## config.mk

```make
export PLATFORM = sky130hd
export DESIGN_NAME = dsp_volume_writer
export DESIGN_NICKNAME = d
export VERILOG_FILES = /design/src/rtl/mpeg_dsp_pkg.sv /design/src/rtl/dsp_strobe_pacer.sv /design/src/rtl/dsp_volume_writer.sv
export SDC_FILE = /design/constraint.sdc
export NUM_CORES = 1
export LEC_CHECK = 0
export ABC_AREA = 1
export BUFFER_PORTS_ARGS = -buffer_cell sky130_fd_sc_hd__buf_4
export CORE_AREA = 3 3 86 88
export DETAILED_ROUTE_END_ITERATION = 12
export DIE_AREA = 0 0 89 91
export PLACE_DENSITY = 0.56
export SLEW_MARGIN = 10
export SYNTH_ARGS = -nofsm -noshare
export SYNTH_HDL_FRONTEND = slang
export SYNTH_SLANG_ARGS = --single-unit
```

## constraint.sdc

```tcl
create_clock -name clk -period 2.6 [get_ports clk]
set_input_delay 0.13 -clock clk [delete_from_list [all_inputs] [get_ports clk]]
set_output_delay 0.13 -clock clk [all_outputs]
set_load 0.02 [all_outputs]
```

## src/rtl/mpeg_dsp_pkg.sv

```systemverilog
// mpeg_dsp_pkg: DSP register write bus addresses, command bytes, attenuation types
// and writer state encoding shared by the volume writer.
package mpeg_dsp_pkg;
    localparam logic [7:0] DSPA_MODE        = 8'd0;
    localparam logic [7:0] DSPA_TARGET      = 8'd1;
    localparam logic [7:0] DSPA_ATTENUATION = 8'd7;
    localparam logic [7:0] DSP_MODE_ATT     = 8'h80;
    localparam logic [7:0] DSP_TARGET_ATT   = 8'h93;
    localparam logic [7:0] DSP_ATT_MUTE     = 8'h80;
    localparam logic [6:0] DSP_ATT_MAX_DB   = 7'd60;

    typedef logic [3:0][7:0] attenuation_set_t;

    typedef enum logic [2:0] {IDLE, MODE, TGT0, TGT1, ATT, FIN} wr_state_t;

    // Attenuation beyond the receiver's usable range is sent as mute instead.
    function automatic logic [7:0] clamp_att(input logic [7:0] b);
        return (!b[7] && b[6:0] > DSP_ATT_MAX_DB) ? DSP_ATT_MUTE : b;
    endfunction
endpackage

```

## src/rtl/dsp_strobe_pacer.sv

```systemverilog
// dsp_strobe_pacer: enforces STROBE_GAP idle cycles after each fired strobe.
module dsp_strobe_pacer #(
    parameter int unsigned STROBE_GAP = 1
) (
    input  logic clk,
    input  logic reset,
    input  logic fire,
    output logic ready
);
    localparam int W = STROBE_GAP > 0 ? $clog2(STROBE_GAP + 1) : 1;
    logic [W-1:0] cnt;
    always_ff @(posedge clk or posedge reset)
        if (reset) cnt <= '0;
        else if (fire) cnt <= W'(STROBE_GAP);
        else if (cnt != '0) cnt <= cnt - W'(1);
    assign ready = cnt == '0;
endmodule

```

## src/rtl/dsp_volume_writer.sv

```systemverilog
// dsp_volume_writer: emits the 7-write DSP bus sequence loading four attenuation slots.
// Define DSP_ATT_CLAMP_EN to replace out-of-range attenuation bytes with mute at latch time.
module dsp_volume_writer
    import mpeg_dsp_pkg::*;
#(
    parameter int unsigned STROBE_GAP = 1
) (
    input  logic             clk,
    input  logic             reset,
    input  logic             req_valid,
    output logic             req_ready,
    input  attenuation_set_t req_att,
    output logic [7:0]       dspa,
    output logic [7:0]       dspd,
    output logic             dspd_strobe,
    output logic             busy,
    output logic             done
);
    wr_state_t        state, state_n;
    logic [1:0]       idx, idx_n;
    attenuation_set_t att_q, att_in;
    logic [7:0]       dspa_n, dspd_n;
    logic             fire, ready, accept;

    assign req_ready = state == IDLE;
    assign busy      = state != IDLE;
    assign done      = state == FIN;
    assign accept    = req_valid && req_ready;

`ifdef DSP_ATT_CLAMP_EN
    always_comb
        for (int i = 0; i < 4; i++) att_in[i] = clamp_att(req_att[i]);
`else
    assign att_in = req_att;
`endif

    dsp_strobe_pacer #(.STROBE_GAP(STROBE_GAP)) u_pacer (
        .clk  (clk),
        .reset(reset),
        .fire (fire),
        .ready(ready)
    );

    always_ff @(posedge clk or posedge reset)
        if (reset) begin
            state       <= IDLE;
            idx         <= 2'd0;
            att_q       <= '0;
            dspa        <= 8'd0;
            dspd        <= 8'd0;
            dspd_strobe <= 1'b0;
        end else begin
            state       <= state_n;
            idx         <= idx_n;
            dspa        <= dspa_n;
            dspd        <= dspd_n;
            dspd_strobe <= fire;
            if (accept) att_q <= att_in;
        end

    // Strobe registers are loaded on entry to each write, so address/data change with the strobe.
    always_comb begin
        state_n = state;
        idx_n   = idx;
        fire    = 1'b0;
        dspa_n  = dspa;
        dspd_n  = dspd;
        case (state)
            IDLE: if (req_valid) begin
                state_n = MODE;
                fire    = 1'b1;
                dspa_n  = DSPA_MODE;
                dspd_n  = DSP_MODE_ATT;
            end
            MODE: if (ready) begin
                state_n = TGT0;
                fire    = 1'b1;
                dspa_n  = DSPA_TARGET;
                dspd_n  = DSP_TARGET_ATT;
            end
            TGT0: if (ready) begin
                state_n = TGT1;
                fire    = 1'b1;
                dspa_n  = DSPA_TARGET;
                dspd_n  = DSP_TARGET_ATT;
            end
            TGT1: if (ready) begin
                state_n = ATT;
                idx_n   = 2'd0;
                fire    = 1'b1;
                dspa_n  = DSPA_ATTENUATION;
                dspd_n  = att_q[0];
            end
            ATT: if (dspd_strobe && idx == 2'd3) begin
                state_n = FIN;
                idx_n   = 2'd0;
            end else if (ready) begin
                idx_n   = idx + 2'd1;
                fire    = 1'b1;
                dspa_n  = DSPA_ATTENUATION;
                dspd_n  = att_q[idx_n];
            end
            FIN: state_n = IDLE;
            default: state_n = IDLE;
        endcase
    end
endmodule

```

# [Word-level counts from Yosys, hierarchy flattened]
# Cells that the tools add are included.
[totals] out_inout_bits=20 in_bits=35 regBits=55 mem_bits_rw=0 memories=0 latch_bits=0 romBits=0
[classes] n_bitwise=0 shifts=0 n_lt_le_gt_ge=1 n_reduce_logical=12 add_sub_neg=2 eq_ne=15 mux=29 mul=0 div=0
[op_table] cell="$mux 8" count=10
[op_table] cell="$pmux 8 s4" count=2
[op_table] cell="$bmux 8 s2" count=1
[op_table] cell="$ne 2x2->1 const B" count=8
[op_table] cell="$mux 3" count=5
[op_table] cell="$pmux 3 s5" count=1
[op_table] cell="$eq 3x2->1 const B" count=2
[op_table] cell="$eq 3x3->1 const B" count=2
[op_table] cell="$mux 2" count=3
[op_table] cell="$reduce_and 6->1" count=1
[op_table] cell="$mux 1" count=5
[op_table] cell="$reduce_and 5->1" count=1
[op_table] cell="$pmux 2 s2" count=1
[op_table] cell="$reduce_and 4->1" count=1
[op_table] cell="$reduce_bool 4->1" count=1
[op_table] cell="$eq 3x1->1 const B" count=1
[op_table] cell="$logic_not 3->1" count=1
[op_table] cell="$lt 2x3->1 const B" count=1
[op_table] cell="$ne 3x3->1 const B" count=1
[op_table] cell="$pmux 1 s3" count=1
[op_table] cell="$reduce_and 3->1" count=1
[op_table] cell="$reduce_bool 3->1" count=1
[op_table] cell="$reduce_or 3->1" count=1
[op_table] cell="$add 2x1->2 const B" count=1
[op_table] cell="other kinds (5)" count=6

# [Logic depth before layout (Yosys ltp)]
# Gate-level depths: netlist (run 1).
[depth] ltp_word=6 depth_mapped=10 mapped_depth_nobuf=8

# [Hierarchy]
# Synthesis (run 1) repeated with hierarchy kept, for this count alone.
[unflattened] hier_cells=320 area_unflattened_um2=2427.3
[modules_own_cells] module="dsp_volume_writer" cells_per_inst=317 seq_area_each_um2=1201.2 area_each_um2=2394.8 n_inst=1
[modules_own_cells] module="dsp_strobe_pacer" cells_per_inst=3 seq_area_each_um2=25.0 area_each_um2=32.5 n_inst=1

# [Worst setup path before layout (run 1)]
# No wires, ideal clock.
[synth_path] path_kind="reg-to-reg" start="reg idx[0]" end="reg dspd[2]" setup_slack_ps=1217 path_stages_with_launch=9 arrival_ps=1318 synth_period_minus_slack_ps=1383 t_required_ps=2535 cell_sequence="dfrtp_1 -> ha_1 -> inv_1 -> nand2_1 -> o21ai_1 -> nand2_1 -> nand2_1 -> nand2_1 -> nand2_1"
[synth_via] elab_chain_cells=6 word_cells_on_any_way=10
[synth_lines] element="start, declared" line_no="dsp_volume_writer.sv:20" source="logic [1:0] idx, idx_n;"
[synth_lines] element="start signal, assigned" line_no="dsp_volume_writer.sv:54" source="idx <= idx_n;"
[synth_lines] element="$add 2x1->2" line_no="dsp_volume_writer.sv:98" source="idx_n = idx + 2'd1;"
[synth_lines] element="$bmux 8 s2" line_no="dsp_volume_writer.sv:101" source="dspd_n = att_q[idx_n];"
[synth_lines] element="$mux 8 (implied by the code)" line_no="dsp_volume_writer.sv:101"
[synth_lines] element="$mux 8" line_no="dsp_volume_writer.sv:97" source="end else if (ready) begin"
[synth_lines] element="$mux 8" line_no="dsp_volume_writer.sv:94" source="ATT: if (dspd_strobe && idx == 2'd3) begin"
[synth_lines] element="$pmux 8 s4" line_no="dsp_volume_writer.sv:68" source="case (state)"
[synth_lines] element="end signal, assigned" line_no="dsp_volume_writer.sv:56" source="dspd <= dspd_n;"
[synth_lines] element="end, declared" line_no="dsp_volume_writer.sv:14" source="output logic [7:0] dspd,"
# Several ways; a longest one is shown, not always the timed one. The select of a mux whose other input is x is not followed.
# A chain may end at the register's enable or synchronous reset.

# [Final worst setup path (run 1)]
# Ends and elaborated chain as after synthesis.

==> impl_metrics.py, run 1 <==
metrics = {
    "outcome": {
        "status": "completed",
    },
    "clocking": {
        "cts_root_buf": "clkbuf_8",
        "cts.repair.resized": 0,
        "cts-hold-fix-buffers": 0,
        "cts_tree": "built",
        "htreeDepth": 2,
        "cts_inserted_buffers": 5,
        "cts.sinks": 48,
        "cts_buffer_depth": 2,
        "path_clk_slew_ps": 90,
        "worst_skew_pair.late_latency_ps": 300,
        "cts_post_setup_buffers_inserted": 0,
    },
    "sta": {
        "finalSetupViolCount": 0,
        "skew_ps": 3.730,
        "rsz0062_at_grt": "false",
        "finalCritPeriodShare": 0.8020,
        "finalCriticalPeriod_ps": 2085,
        "fmax_mhz": 479.5,
        "final_max_slew_viol_count": 0,
        "setup_tns_ps": 0,
        "tightest_slew_ps": 1010,
        "slew_headroom": 0.3260,
        "hold_viol_final": 0,
    },
    "critical_path": {
        "crit_arrival_ps": 2320,
        "cp-end-kind": "flop",
        "crit_type": "flop to flop",
        "required_ps": 2840,
        "crit_path_start_kind": "flop",
        "worstPathMaxFanout": 17,
    },
    "global_routing": {
        "grt_max_degree": 49,
        "grt_pass1_vias": 1945,
        "grt_pass1_wl_mm": 9.432,
        "grt_overflow": 0,
        "grt_antenna_before_repair": 0,
        "track_usage": 0.1466,
    },
    "route": {
        "drt_pass1_iterations": 4,
        "final_antenna_net_count": 0,
        "vias_per_cell": 4.603,
        "vias": 1901,
        "drc_errors": 0,
        "drtIter0Drc": 151,
        "drt-wirelength-per-cell_um": 13.10,
        "totalWireLength_mm": 5.410,
    },
    "power": {
        "finalPower_uw": 3711,
        "leakagePower_uw": 0.001566,
        "p_per_area_nw_per_um2": 1213,
        "ir_worst_vdd_v": 0.0005970,
    },
    "logic_synthesis": {
        "synth_edf_count": 0,
        "yosys_warnings": 0,
        "seq_area_frac_synth": 0.4563,
        "async_reset_ff_frac": 1.000,
        "ys_top_cells_by_area": "dfrtp_1, nand2_1, a21oi_2",
        "syn_area_per_cell_sq_um": 9.205,
        "post_synth_num_cell_types": 30,
        "syn_inst": 286,
        "syn_area_sq_um": 2633,
        "ys_seq_elements": 48,
        "synth_ff_type": "dfrtp_1",
        "yosysTopAreaCell": "dfrtp_1",
        "netlist.area_leader.share": 0.4563,
    },
    "floorplan": {
        "top_level_ports": 55,
        "num_rows": 30,
        "coreArea_sq_um": 6719,
        "dieHeight_um": 91,
        "die_w_um": 89,
        "fp.dieArea_sq_um": 8099,
        "start_util": 0.3918,
    },
    "min_path": {
        "hold_path_class": "input pin to flop",
    },
    "layout": {
        "most-common-layout-cells": "nand2_1, buf_4, dfrtp_1",
        "finalInstanceArea_sq_um": 3059,
        "syn2layout_area_growth_pct": 16.21,
        "diodes": 0,
        "final_common_cell": "nand2_1",
        "n_fill_cell": 688,
        "fin_nets": 368,
        "final_layout_size_suffix_gt1_frac": 0.3784,
    },
    "place": {
        "port_buffers": 49,
        "dpl_cell_area_sq_um": 2967,
        "post-dp-hpwl_mm": 3.971,
        "place_congestion": 0.7683,
    },
    "flow_run": {
        "maxCapViolations": 0,
    },
}
-- metal layers --
layer  up-vias  part of all wire  track usage
met3         6             0.046      0.03085
met4         0             0.011      0.04094
met2        41              0.46       0.2116
li1        983                 -            -
met5         -                 0            0
met1       871              0.49       0.2206
-- flip-flops by register name, summed over array words and instances, names as in the netlist --
register	flops
att_q	32
dspa	2
dspd	8
dspd_strobe	1
idx	2
state	3
-- where the power goes --
part	internal (uW)	switching [uW]	total, uW
Sequential	1090	226	1320
Combinational	765	1170	1940
Clock	213	243	455
Total	2070	1640	3710
-- synthesized netlist by cell type, types with 2 or more instances --
master and n:
buf_6 3, nand3_4 2, a21oi_1 4, nand3b_1 2, nand2_1 69, nor2_1 6
mux2_4 9, inv_4 2, buf_4 6, o21ai_1 6, nor2_4 2, nand3_2 2
o21ai_0 8, dfrtp_1 48, clkbuf_1 2, inv_2 2, buf_12 3, nor2_2 19
inv_1 32, a21oi_2 23, nand3_1 26, nand2_4 2
-- critical path, stage by stage (launching register included) --
cell and delay, ps:
dfrtp_1 660, ha_1 440, inv_1 260, nand2_1 110
o21ai_1 280, nand2_1 90, nand2_1 80, nand2_1 50
nand2_1 50
-- final timing paths --
kind,from,endpoint,slack [ps],cells after the start
worst max-delay path,idx[0]$_DFFE_PP0P_,dspd[2]$_DFFE_PP0P_,510,8
worst min-delay path,req_att[31],att_q[31]$_DFFE_PP0P_,60,2
worst max register to register,idx[0]$_DFFE_PP0P_,dspd[2]$_DFFE_PP0P_,510,8
worst min register to register,dspa[0]$_DFFE_PP0P_,dspa[0]$_DFFE_PP0P_,490,2
max in group asynchronous,reset,dspd[1]$_DFFE_PP0P_,1910,2
min in group asynchronous,reset,dspd[3]$_DFFE_PP0P_,80,2
-- stage by stage --
step	instances	setup slack, ps	hold WS [ps]	utilization
after floorplan	290	1217	271.6	-
after global placement	405	648.4	362.4	0.4415
after detailed placement	405	535.1	364.4	0.4415
after CTS	413	516.7	54.67	0.4553
after global routing	413	215.6	46.60	0.4553
final	413	514.7	59.89	0.4553
-- layout make-up --
type                       count  area [sq um]  area share
clock buffer                   6         82.58     0.02699
clock inverter                 2         10.01    0.003272
inverter                      36         140.1     0.04581
multi-input combinational    189          1135      0.3710
sequential                    48          1201      0.3926
tap                           80         100.1     0.03272
timing repair buffer          52         390.4      0.1276
-- kinds of logic (layout without fill, tap and decap cells) --
logic type | count (synthesis) | in the layout | synth area share
AO/OA/AOI/OAI | 41 | 41 | 0.1107
flip-flops | 48 | 48 | 0.4563
buffers and inverters | 53 | 96 | 0.1183
adder cells (fa/ha/maj) | 1 | 1 | 0.004752
AND/OR/NAND/NOR | 133 | 133 | 0.2571
other | 1 | 5 | 0.001424
multiplexers | 9 | 9 | 0.05133
No activity file was read; power rests on OpenSTA's default activity.
==> run 2: changes to the inputs <==
- PLACE_DENSITY: 0.56 -> 0.58
- clock period: 2.6 -> 1.9 ns (I/O delays scaled with it)
==> impl_metrics.py, run 2 (synthesis results as in run 1) <==
metrics = {
    "critical_path": {
        "cp-end-kind": "flop",
        "r2r_end": "dspd[5]$_DFFE_PP0P_",
        "critical-path-max-stage-delay_ps": 400,
        "r2r_setup_slack_ps": 250,
        "crit_buf_inv": 1,
        "crit_chain": "ha_1 > inv_1 > nand2_1 > o21ai_1 > nand2_1 > nand2_1 > nand2_1 > nand2_1",
        "crit_type": "flop to flop",
        "crit_arrival_ps": 1890,
        "required_ps": 2150,
        "crit_path_start_kind": "flop",
        "reg2reg_from": "idx[0]$_DFFE_PP0P_",
        "r2r_cells": 8,
        "cpMostUsedCell": "nand2_1",
        "worstPathMaxFanout": 9,
        "critPathSlowestCell": "dfrtp_1",
        "cp_top_family": "flip-flops",
    },
    "floorplan": {
        "die_w_um": 89,
        "coreArea_sq_um": 6719,
        "start_util": 0.3918,
        "fp.dieArea_sq_um": 8099,
        "num_rows": 30,
        "top_level_ports": 55,
        "dieHeight_um": 91,
    },
    "route": {
        "vias_per_cell": 4.588,
        "drtIter0Drc": 120,
        "vias": 1913,
        "drc_errors": 0,
        "final_antenna_net_count": 0,
        "drt-wirelength-per-cell_um": 12.92,
        "totalWireLength_mm": 5.387,
        "drt_pass1_iterations": 4,
    },
    "min_path": {
        "worst_hold_path.num_cells": 2,
        "hold_path_end": "att_q[7]$_DFFE_PP0P_",
        "hold_path_class": "input pin to flop",
        "min_from": "req_att[7]",
    },
    "clocking": {
        "cts_root_buf": "clkbuf_8",
        "path_clk_slew_ps": 90,
        "cts_post_setup_buffers_inserted": 0,
        "cts_inserted_buffers": 5,
        "cts_tree": "built",
        "htreeDepth": 2,
        "cts_buffer_depth": 2,
        "cts.repair.resized": 0,
        "cts-hold-fix-buffers": 1,
        "cts.sinks": 48,
        "worst_skew_pair.late_latency_ps": 300,
    },
    "sta": {
        "hold_viol_final": 0,
        "finalSetupViolCount": 0,
        "skew_ps": 2.270,
        "finalCritPeriodShare": 0.8661,
        "rsz0062_at_grt": "false",
        "finalCriticalPeriod_ps": 1646,
        "setup_tns_ps": 0,
        "final_max_slew_viol_count": 0,
        "fmax_mhz": 607.7,
    },
    "layout": {
        "final_common_cell": "nand2_1",
        "largest_register": "att_q",
        "n_fill_cell": 667,
        "diodes": 0,
        "most-common-layout-cells": "nand2_1, buf_4, dfrtp_1",
        "syn2layout_area_growth_pct": 17.97,
        "regArea_sq_um": 1201,
        "largest_reg_flops": 32,
        "fin_util": 0.4622,
        "fin_nets": 372,
        "instances_no_fill": 417,
        "reg_top3": "att_q x32, dspd x8, state x3",
        "multiInputGateArea_sq_um": 1135,
        "final_layout_size_suffix_gt1_frac": 0.3798,
    },
    "power": {
        "leakagePower_uw": 0.001583,
        "p_per_area_nw_per_um2": 1656,
        "ir_worst_vdd_v": 0.0005052,
    },
    "global_routing": {
        "grt_overflow": 0,
        "grt_pass1_wl_mm": 9.252,
        "grt_antenna_before_repair": 0,
        "grt_max_degree": 49,
        "track_usage": 0.1444,
        "grt_pass1_vias": 1910,
    },
    "place": {
        "port_buffers": 49,
        "place_congestion": 0.8788,
        "post-dp-hpwl_mm": 4.052,
        "dpl.cell_count": 408,
    },
    "flow_run": {
        "maxCapViolations": 0,
    },
    "outcome": {
        "status": "completed",
    },
}
[run 2: changes by cell type in the layout (fill, tap and decap cells not counted), sizes merged]
cell / change
buf: +3
clkbuf: +1
clkinv: -2
clkinvlp: +1
dlygate4sd3: +1
[run 2: cell type report]
type / count / area share
Clock inverter: 1 / 0.002417
Inverter: 36 / 0.04512
Multi-Input combinational cell: 189 / 0.3654
Clock buffer: 7 / 0.02780
Tap cell: 80 / 0.03223
Timing Repair Buffer: 56 / 0.1402
Sequential cell: 48 / 0.3868
[run 2: per-layer routing]
metal,vias up,routed length (um),global-route usage
li1,991,-,-
met5,-,0,0
met4,0,87,0.04591
met1,876,2649,0.2165
met2,38,2433,0.2104
met3,8,216,0.02450
[run 2: how the worst max path moves through the flow]
| stage | end | start | cells past startpoint |
|---|---|---|---|
| floorplan | dspd[2]$_DFFE_PP0P_ | idx[0]$_DFFE_PP0P_ | 8 |
| global placement | dspd[3]$_DFFE_PP0P_ | idx[0]$_DFFE_PP0P_ | 8 |
| detailed placement | dspd[3]$_DFFE_PP0P_ | idx[0]$_DFFE_PP0P_ | 8 |
| CTS | dspd[5]$_DFFE_PP0P_ | idx[0]$_DFFE_PP0P_ | 8 |
| global route | dspd[3]$_DFFE_PP0P_ | idx[0]$_DFFE_PP0P_ | 8 |
| finish | dspd[5]$_DFFE_PP0P_ | idx[0]$_DFFE_PP0P_ | 8 |
[run 2: report_power, final]
group | internal (uW) | switching, uW
sequential | 1500 | 293
combinational | 1080 | 1640
clock | 296 | 342
total | 2870 | 2270
[run 2: metrics by stage]
step | hold slack, ps | total power, uW | area (sq um) | setup WS [ps]
finish | 15.13 | 5144 | 3105 | 254.5
global route | 3.746 | 5618 | 3105 | 100.5
CTS | 9.931 | 5190 | 3105 | 293.9
detailed placement | 163.4 | 4543 | 3002 | 315.9
global placement | 158.8 | 4528 | 3002 | 392.0
floorplan | 236.6 | 3921 | 2648 | 516.7
